### config.mk
export PLATFORM = sky130hd
export DESIGN_NAME = complx_mul_seq
export DESIGN_NICKNAME = d
export VERILOG_FILES = /design/src/rtl/complx_pkg.sv /design/src/rtl/smul_w.sv /design/src/rtl/complx_mul_seq.sv
export SDC_FILE = /design/constraint.sdc
export NUM_CORES = 1
export LEC_CHECK = 0
export BUFFER_PORTS_ARGS = -buffer_cell sky130_fd_sc_hd__buf_2
export CORE_MARGIN = 2
export CORE_UTILIZATION = 60
export DETAILED_ROUTE_END_ITERATION = 8
export GPL_TIMING_DRIVEN = 0
export PLACE_DENSITY = 0.9
export SYNTH_ARGS = -nofsm -noshare
export SYNTH_HDL_FRONTEND = slang
export SYNTH_SLANG_ARGS = --single-unit
### constraint.sdc
create_clock -name clk -period 11.2 [get_ports clk]
set_input_delay 2.8 -clock clk [delete_from_list [all_inputs] [get_ports clk]]
set_output_delay 2.8 -clock clk [all_outputs]
set_load 0.01 [all_outputs]
### src/rtl/complx_pkg.sv
// Shared types and constants for the sequential complex multiplier.
// COMPLX_MUL_ACC_EN widens the result width for multiply-accumulate operation.
package complx_pkg;

  localparam int W = 16;
`ifdef COMPLX_MUL_ACC_EN
  localparam int OW = 2*W + 8;  // room for 128 accumulated full-scale results
`else
  localparam int OW = 2*W + 1;
`endif

  localparam logic COMPLX_MODE_REAL = 1'b0;
  localparam logic COMPLX_MODE_CPLX = 1'b1;

  typedef enum logic [2:0] {
    IDLE,
    MUL0,
    MUL1,
    MUL2,
    MUL3,
    DONE
  } cmul_state_e;

endpackage

### src/rtl/smul_w.sv
// Combinational W x W signed multiplier with a full-width 2W-bit product.
module smul_w #(
  parameter int W = 16
) (
  input  logic signed [W-1:0]   a,
  input  logic signed [W-1:0]   b,
  output logic signed [2*W-1:0] p
);

  assign p = a * b;

endmodule

### src/rtl/complx_mul_seq.sv
// Sequential complex multiplier: one shared signed multiplier, four product steps.
// Optional COMPLX_MUL_ACC_EN turns the output registers into a complex accumulator (MAC).
module complx_mul_seq #(
  parameter int W  = complx_pkg::W,
  parameter int OW = complx_pkg::OW
) (
  input  logic                 clk,
  input  logic                 rst_n,
  input  logic                 start,
  input  logic                 complx_control,
`ifdef COMPLX_MUL_ACC_EN
  input  logic                 acc_clr,
`endif
  input  logic signed [W-1:0]  A_in,
  input  logic signed [W-1:0]  B_in,
  input  logic signed [W-1:0]  iA_in,
  input  logic signed [W-1:0]  iB_in,
  output logic                 busy,
  output logic                 done,
  output logic signed [OW-1:0] re_out,
  output logic signed [OW-1:0] im_out
);
  import complx_pkg::*;

  cmul_state_e state, state_nxt;

  logic signed [W-1:0]    a_q, b_q, ia_q, ib_q;
  logic                   mode_q;
  logic signed [OW-1:0]   acc_re, acc_im;
  logic signed [W-1:0]    mul_a, mul_b;
  logic signed [2*W-1:0]  prod;
  logic signed [OW-1:0]   prod_x;
  logic signed [OW-1:0]   base_re, base_im;

  smul_w #(.W(W)) u_mul (
    .a (mul_a),
    .b (mul_b),
    .p (prod)
  );

  assign prod_x = {{(OW-2*W){prod[2*W-1]}}, prod};

`ifdef COMPLX_MUL_ACC_EN
  assign base_re = re_out;
  assign base_im = im_out;
`else
  assign base_re = '0;
  assign base_im = '0;
`endif

  assign busy = (state != IDLE);
  assign done = (state == DONE);

  always_ff @(posedge clk) begin
    if (!rst_n) state <= IDLE;
    else        state <= state_nxt;
  end

  // Next state plus per-step operand select for the shared multiplier.
  always_comb begin
    state_nxt = state;
    mul_a     = a_q;
    mul_b     = b_q;
    case (state)
      IDLE: if (start) state_nxt = MUL0;
      MUL0: state_nxt = (mode_q == COMPLX_MODE_REAL) ? DONE : MUL1;
      MUL1: begin
        mul_a     = ia_q;
        mul_b     = ib_q;
        state_nxt = MUL2;
      end
      MUL2: begin
        mul_b     = ib_q;
        state_nxt = MUL3;
      end
      MUL3: begin
        mul_a     = ia_q;
        state_nxt = DONE;
      end
      DONE:    state_nxt = IDLE;
      default: state_nxt = IDLE;
    endcase
  end

  always_ff @(posedge clk) begin
    if (!rst_n) begin
      a_q    <= '0;
      b_q    <= '0;
      ia_q   <= '0;
      ib_q   <= '0;
      mode_q <= COMPLX_MODE_REAL;
      acc_re <= '0;
      acc_im <= '0;
      re_out <= '0;
      im_out <= '0;
    end else begin
      case (state)
        IDLE: begin
          if (start) begin
            a_q    <= A_in;
            b_q    <= B_in;
            ia_q   <= iA_in;
            ib_q   <= iB_in;
            mode_q <= complx_control;
            acc_re <= '0;
            acc_im <= '0;
          end
`ifdef COMPLX_MUL_ACC_EN
          if (acc_clr) begin
            re_out <= '0;
            im_out <= '0;
          end
`endif
        end
        MUL0: begin
          acc_re <= prod_x;
          // Real mode finishes here; the imaginary contribution is zero.
          if (mode_q == COMPLX_MODE_REAL) begin
            re_out <= base_re + prod_x;
            im_out <= base_im;
          end
        end
        MUL1: acc_re <= acc_re - prod_x;
        MUL2: acc_im <= prod_x;
        MUL3: begin
          acc_im <= acc_im + prod_x;
          re_out <= base_re + acc_re;
          im_out <= base_im + acc_im + prod_x;
        end
        default: ;
      endcase
    end
  end

endmodule

* Word level (Yosys, flattened, before mapping)
Index checks and enable logic that the tools add are counted.
** Word-level totals
- Bits in registers :: 200
- Input bits :: 68
- Output and inout bits :: 68
- Word-level logic and storage cells :: 43
** Cells by class
- $add $sub $neg :: 2
- $mul :: 1
- Equality and inequality tests :: 7
- Mux-type cells :: 12
- Reductions and logical operators :: 11
** Operator list (count)
- 33-bit one-hot mux with 3 select lines :: 2
- 33-bit one-hot mux with 2 select lines :: 2
- 33-bit two-way mux :: 3
- 33-bit by 32-bit adder with 33-bit output :: 1
- 33-bit by 32-bit subtractor with 33-bit output :: 1
- 16-bit by 16-bit multiplier with 32-bit output :: 1
- 16-bit two-way mux :: 2
- 3-bit one-hot mux with 5 select lines :: 1
- 3-bit nonzero test :: 3
- 2-bit AND reduction :: 4
- 3-bit by 2-bit == test with 1-bit output (second input constant) :: 2
- 3-bit == test (second input constant) :: 2
- 3-bit two-way mux :: 2
- 2-bit inequality test (second input constant) :: 2
- 2-bit OR reduction :: 2
- 3-bit by 1-bit == test with 1-bit output (second input constant) :: 1
- 3-bit zero test :: 1
- 2-bit nonzero test :: 1

* Logic depth before layout (Yosys ltp)
- Depth after elaboration :: 6
- Gate-level depth with buffers :: 45
- Depth with buffers taken out :: 42

* By module
A second synthesis with hierarchy kept.
** Unflattened totals
- Cell total of the unflattened synthesis :: 2448
- Area, all modules :: 21400.5 um^2
** Modules (own cells, without submodules)
- complx_mul_seq :: times used 1, cells each 1367, area each 11541.1 um^2, seq. area each 4003.8 um^2
- smul_w :: times used 1, cells each 1081, area each 9859.5 um^2, seq. area each 0.0 um^2

* Worst setup path before layout
OpenSTA, ideal clock, no wires.
- Path type :: flip-flop to flip-flop
- Start :: register state[1]
- End :: register acc_re[31]
- Setup time :: 0.119 ns
- Data arrival time :: 9.793 ns
- Required time :: 11.081 ns
- Slack :: 1.287 ns
- Cell stages (with the launch flop) :: 41
- Buffers on the path :: 3
- Clock period less this slack :: 9.913 ns
- Path through :: dfxtp_1 > clkbuf_1 > nor2_1 > and2_1 > nor2_1 > clkbuf_1 > clkbuf_1 > mux2i_1 > nor2_1 > fa_1 > inv_1 > fa_1 > fa_1 > fa_1 > inv_1 > fa_1 > fa_1 > ha_1 > [5 not listed] > a21oi_1 > o21bai_1 > a21oi_1 > xnor2_1 > inv_1 > ha_1 > and4_1 > nand2_1 > nor2_1 > a221oi_2 > nand4b_1 > a221oi_2 > o221ai_1 > and3_1 > o2111a_1 > or4_1 > nand3_1 > a21oi_1
** On the way
- Word-level cells in the longest chain between the ends :: 6
- Elaborated cells between the ends (all ways) :: 15
- Classes of those cells :: 1 x add/sub; 1 x mul; 5 x eq/ne; 3 x mux; 5 x reduce/logical
** RTL lines
- from (decl) :: line complx_mul_seq.sv:25 : cmul_state_e state, state_nxt;
- from (signal assigned) :: line complx_mul_seq.sv:56 : else state <= state_nxt;
- 3-bit == test (tied with other cells) :: line complx_mul_seq.sv:64 : case (state)
- 2-bit OR reduction (no source line)
- 16-bit two-way mux :: line complx_mul_seq.sv:64
- 16-bit by 16-bit multiplier with 32-bit output :: line smul_w.sv:10 : assign p = a * b;
- 33-bit by 32-bit subtractor with 33-bit output :: line complx_mul_seq.sv:123 : MUL1: acc_re <= acc_re - prod_x;
- 33-bit one-hot mux with 3 select lines :: line complx_mul_seq.sv:97 : case (state)
- to (signal assigned) :: line complx_mul_seq.sv:116 : acc_re <= prod_x;
- to (signal assigned) :: line complx_mul_seq.sv:123
- to (decl) :: line complx_mul_seq.sv:29 : logic signed [OW-1:0] acc_re, acc_im;
Several ways; a longest one is shown, not always the timed one.
A chain may end at the register's enable or synchronous reset.

* Worst setup path in the final report
- Start :: register state[2]
- End :: register acc_re[32]
The elaborated chain is that of the path after synthesis.

==> metrics.md <==
| Metric | Value |
|---|---|
| Cell with the most instances after synthesis | sky130_fd_sc_hd__nand2_1 |
| Final Instance Count excl. Fillers | between 3,000 and 4,000 |
| Dpl ws | -1.27 ns |
| Later-pin clock latency in the skew report | between 0.4 and 0.5 ns |
| Worst hold slack after final layout | between 0.4 and 0.5 ns |
| I/O Buffers | roughly 140 |
| Placed inst area | approximately 22,000 µm² |
| Final min period | 10.84 ns |
| Placed Instances | 3,040 |
| Ratio of final minimum period to clock period | a little over nine tenths |
| Post-synthesis cell count | 2,457 |
| Average size of a mapped cell | 8.38 µm² |
| Hold violation count in the final report | 0 |
| Main area contributors after synthesis | sky130_fd_sc_hd__fa_1, sky130_fd_sc_hd__dfxtp_1, sky130_fd_sc_hd__ha_1, sky130_fd_sc_hd__nand2_1, sky130_fd_sc_hd__inv_1 |
| Capturing element type of the critical path | register |
| Initial antenna violation count | 2 |
| Total number of vias | between 15,000 and 20,000 |
| Maximum capacitance violations | 0 |
| Antenna-violating nets left | 0 |
| Via count of the first global-routing pass | about 19,000 |
| Transition time at the pin with the least slew margin | 1.23 ns |
| Leading cell types by count after synthesis | sky130_fd_sc_hd__nand2_1, sky130_fd_sc_hd__inv_1, sky130_fd_sc_hd__fa_1, sky130_fd_sc_hd__nor2_1, sky130_fd_sc_hd__a21oi_1 |
| First-pass GRT wire length | around 100 mm |
| Number of clock sinks seen by CTS | 200 |
| Gp weighted congestion | roughly 1.0 |
| Flip-flop and latch count after synthesis | 200 |
| I/O pin cnt | between 100 and 150 |
| Nets@finish | between 3,000 and 4,000 |
| Largest net degree at the start of global routing | 20 |
| Net count of the mapped netlist | 2,927 |
| Number of vias per cell after detailed routing | roughly 6.1 |
| Fraction of layout cells with a size suffix above 1 | 9.95% |
| TritonCTS Buffers | 17 |
| Worst Path Buf+Inv | 8 |
| Power per standard cell area | ~170 nW/µm² |
| Global-route usage over all layers | approximately 36% |
| Final instance area | around 23,000 µm² |
| Final cell utilization of the core | roughly 67% |
| Number of unique standard cell types used by synthesis | 74 |
| Final setup violating endpoints | 0 |
| Core footprint | 33,700 µm² |
| Skew final | approximately 0.018 ns |
| Net switching power | 1.87 mW |
| Vertical die dimension | 189 µm |
| Synth warnings | 0 |
| Detailed-route DRC error count | 0 |
| Required time worst endpoint | approximately 12 ns |
| Portion of the post-synthesis area used by sequential elements | between 10% and 20% |
| Sw Share | approximately 48% |
| Hold crit path type | register to register |
| TritonCTS clock tree | built |
| Max Root-Sink Buffers | 2 |
| Initial core utilization | slightly above 60% |
| Main flop type after synthesis | sky130_fd_sc_hd__dfxtp_1 |
| Filler Cell Count | about 2,600 |
| Total detailed-routing wirelength | 63.0 mm |
| Average detailed-routed wire length per instance | around 20 µm |
| Synthesized cell area | 20,600 µm² |
| First-iteration detailed-routing DRC count | 1,541 |
| Max Fclk | slightly above 90 MHz |
| Post-synthesis cell type with the largest combined area | sky130_fd_sc_hd__fa_1 |
| Number of enable-type register cells in the synthesized netlist | 0 |
| Max_slew headroom | 17.5% |
| Sum of overflow across all layers after global routing | 0 |
| Relative contribution of sequential cells to total power | 22.6% |
| Estimated wirelength of the detail-placed design | between 50 and 60 mm |
| Category of the worst setup path launch point | register |
| CP delay by family, top | compound AO/OA/AOI/OAI gates |
| Die X | around 190 µm |
| Leakage | between 10 and 15 nW |
| Floorplan die area | about 36,000 µm² |
| Combinational power share | between 60% and 70% |
| Area of combinational cells with multiple inputs | roughly 15,000 µm² |
| Reg clk slew, reported paths | 0.08 ns |
| Result of the run | complete, no violations |
| Root buffer selected by CTS | sky130_fd_sc_hd__clkbuf_16 |
| Final slew viol count | 0 |
| Arrival time reported for the critical path endpoint | 11.16 ns |
| Clk network pwr share | between 10% and 20% |
| Detailed-router iteration count before antenna repair | 8 |
| Async S/R FF share, synth | 0% |
| Internal cell power | between 1.5 and 2 mW |
| Area growth from synthesis to layout | 10.4% |
| Share of the synthesized area in the top cell type | approximately 26% |
| Cell row count | 67 |
| Highest net fanout along the worst path | 10 |
| Final setup margin | approximately 0.36 ns |
| Worst path max stage delay | 0.63 ns |
| Worst setup path class | register to register |
| Critical Path Slowest Stage Cell | sky130_fd_sc_hd__a2111oi_0 |
| Area occupied by registers | approximately 4000 µm² |
| Worst-case vdd ir drop | between 100 and 150 µV |
| H-tree depth reported by CTS | 4 |
cells by family (layout without fill, tap and decap cells):
kind of cell / after synthesis / after routing / share of synthesized area, %
mux: 61 / 61 / 3.13
fa+ha+maj: 404 / 404 / 34.2
compound gates: 523 / 523 / 16.5
xor+xnor: 86 / 86 / 3.73
buf+inv: 451 / 626 / 8.22
other cells: 0 / 1 / 0
simple gates: 732 / 732 / 14.8
flops: 200 / 200 / 19.4
registers in the layout (all words and copies together), names as in the netlist:
name	flops
a_q	16
acc_im	33
acc_re	33
b_q	16
ia_q	16
ib_q	16
im_out	33
mode_q	1
re_out	33
state	3
per-layer routing:
layer / up-vias / track usage [%] / share of wire (%) / wire (µm)
met3: 251 / 6.12 / 9.8 / 6170
li1: 8416 / - / - / -
met1: 9097 / 44.4 / 37 / 23600
met5: - / 0 / 0 / 0
met4: 0 / 20.0 / 6.1 / 3860
met2: 1058 / 60.4 / 47 / 29400
final timing paths:
check	start	to	slack, ns	cells past startpoint
hold / removal	im_out[3]$_SDFFE_PN0P_	im_out[3]$_SDFFE_PN0P_	0.46	2
setup / recovery	state[2]$_SDFFE_PN0P_	acc_re[32]$_SDFFE_PN0P_	0.36	40
hold reg to reg	im_out[3]$_SDFFE_PN0P_	im_out[3]$_SDFFE_PN0P_	0.46	2
setup reg to reg	state[2]$_SDFFE_PN0P_	acc_re[32]$_SDFFE_PN0P_	0.36	40
area by class of cell:
| type | count | area share (%) |
|---|---|---|
| clock inverters | 14 | 0.793 |
| inverters | 354 | 5.85 |
| multi-input cells | 1806 | 66.4 |
| repair buffers | 144 | 3.33 |
| well taps | 448 | 2.47 |
| plain buffers | 96 | 1.66 |
| clock buffers | 18 | 1.89 |
| diodes | 1 | 0.0110 |
| flip-flops and latches | 200 | 17.6 |
worst reg2reg max path: cells and delay by family (launching register included):
| kind | cells | cell delay, ns |
|---|---|---|
| compound gates | 15 | 3.65 |
| fa+ha+maj | 8 | 3.52 |
| buf+inv | 8 | 1.29 |
| simple gates | 7 | 0.90 |
| xor+xnor | 1 | 0.54 |
| mux | 1 | 0.47 |
| flops | 1 | 0.35 |
metrics by stage:
step / setup TNS [ns] / power (mW)
2_1_floorplan: 0 / 2.49
6_report: 0 / 3.86
3_5_place_dp: -11.91 / 3.08
5_1_grt: -0.0883 / 4.11
4_1_cts: 0 / 3.78
3_3_place_gp: -8.17 / 3.02
what timing repair did:
action / in CTS / in global routing
pin swaps: 0 / 1
buffers inserted: 3 / 6
resized for setup: 30 / 28
hold buffers: 0 / 0
endpoints found under the setup margin: 28 / 12
power groups by stage:
stage | clock (mW) | sequential (mW) | combinational [mW]
after floorplan | 0 | 0.868 | 1.62
after CTS | 0.663 | 0.865 | 2.25
after global placement | 0 | 0.872 | 2.14
after detailed placement | 0 | 0.877 | 2.20
after global routing | 0.689 | 0.881 | 2.54
final | 0.668 | 0.873 | 2.32
cell usage in the layout, fill, tap and decap left out, types with 29 or more instances in the layout:
cell / n
sky130_fd_sc_hd__inv_1: 354
sky130_fd_sc_hd__clkbuf_1: 82
sky130_fd_sc_hd__a21o_1: 29
sky130_fd_sc_hd__xnor2_1: 61
sky130_fd_sc_hd__nand2_1: 369
sky130_fd_sc_hd__a21oi_1: 231
sky130_fd_sc_hd__buf_2: 137
sky130_fd_sc_hd__ha_1: 138
sky130_fd_sc_hd__o21ai_0: 44
sky130_fd_sc_hd__dfxtp_1: 199
sky130_fd_sc_hd__nor2_1: 231
sky130_fd_sc_hd__a22oi_1: 59
sky130_fd_sc_hd__fa_1: 264
Note: power is estimated with default switching activity, not from simulation.
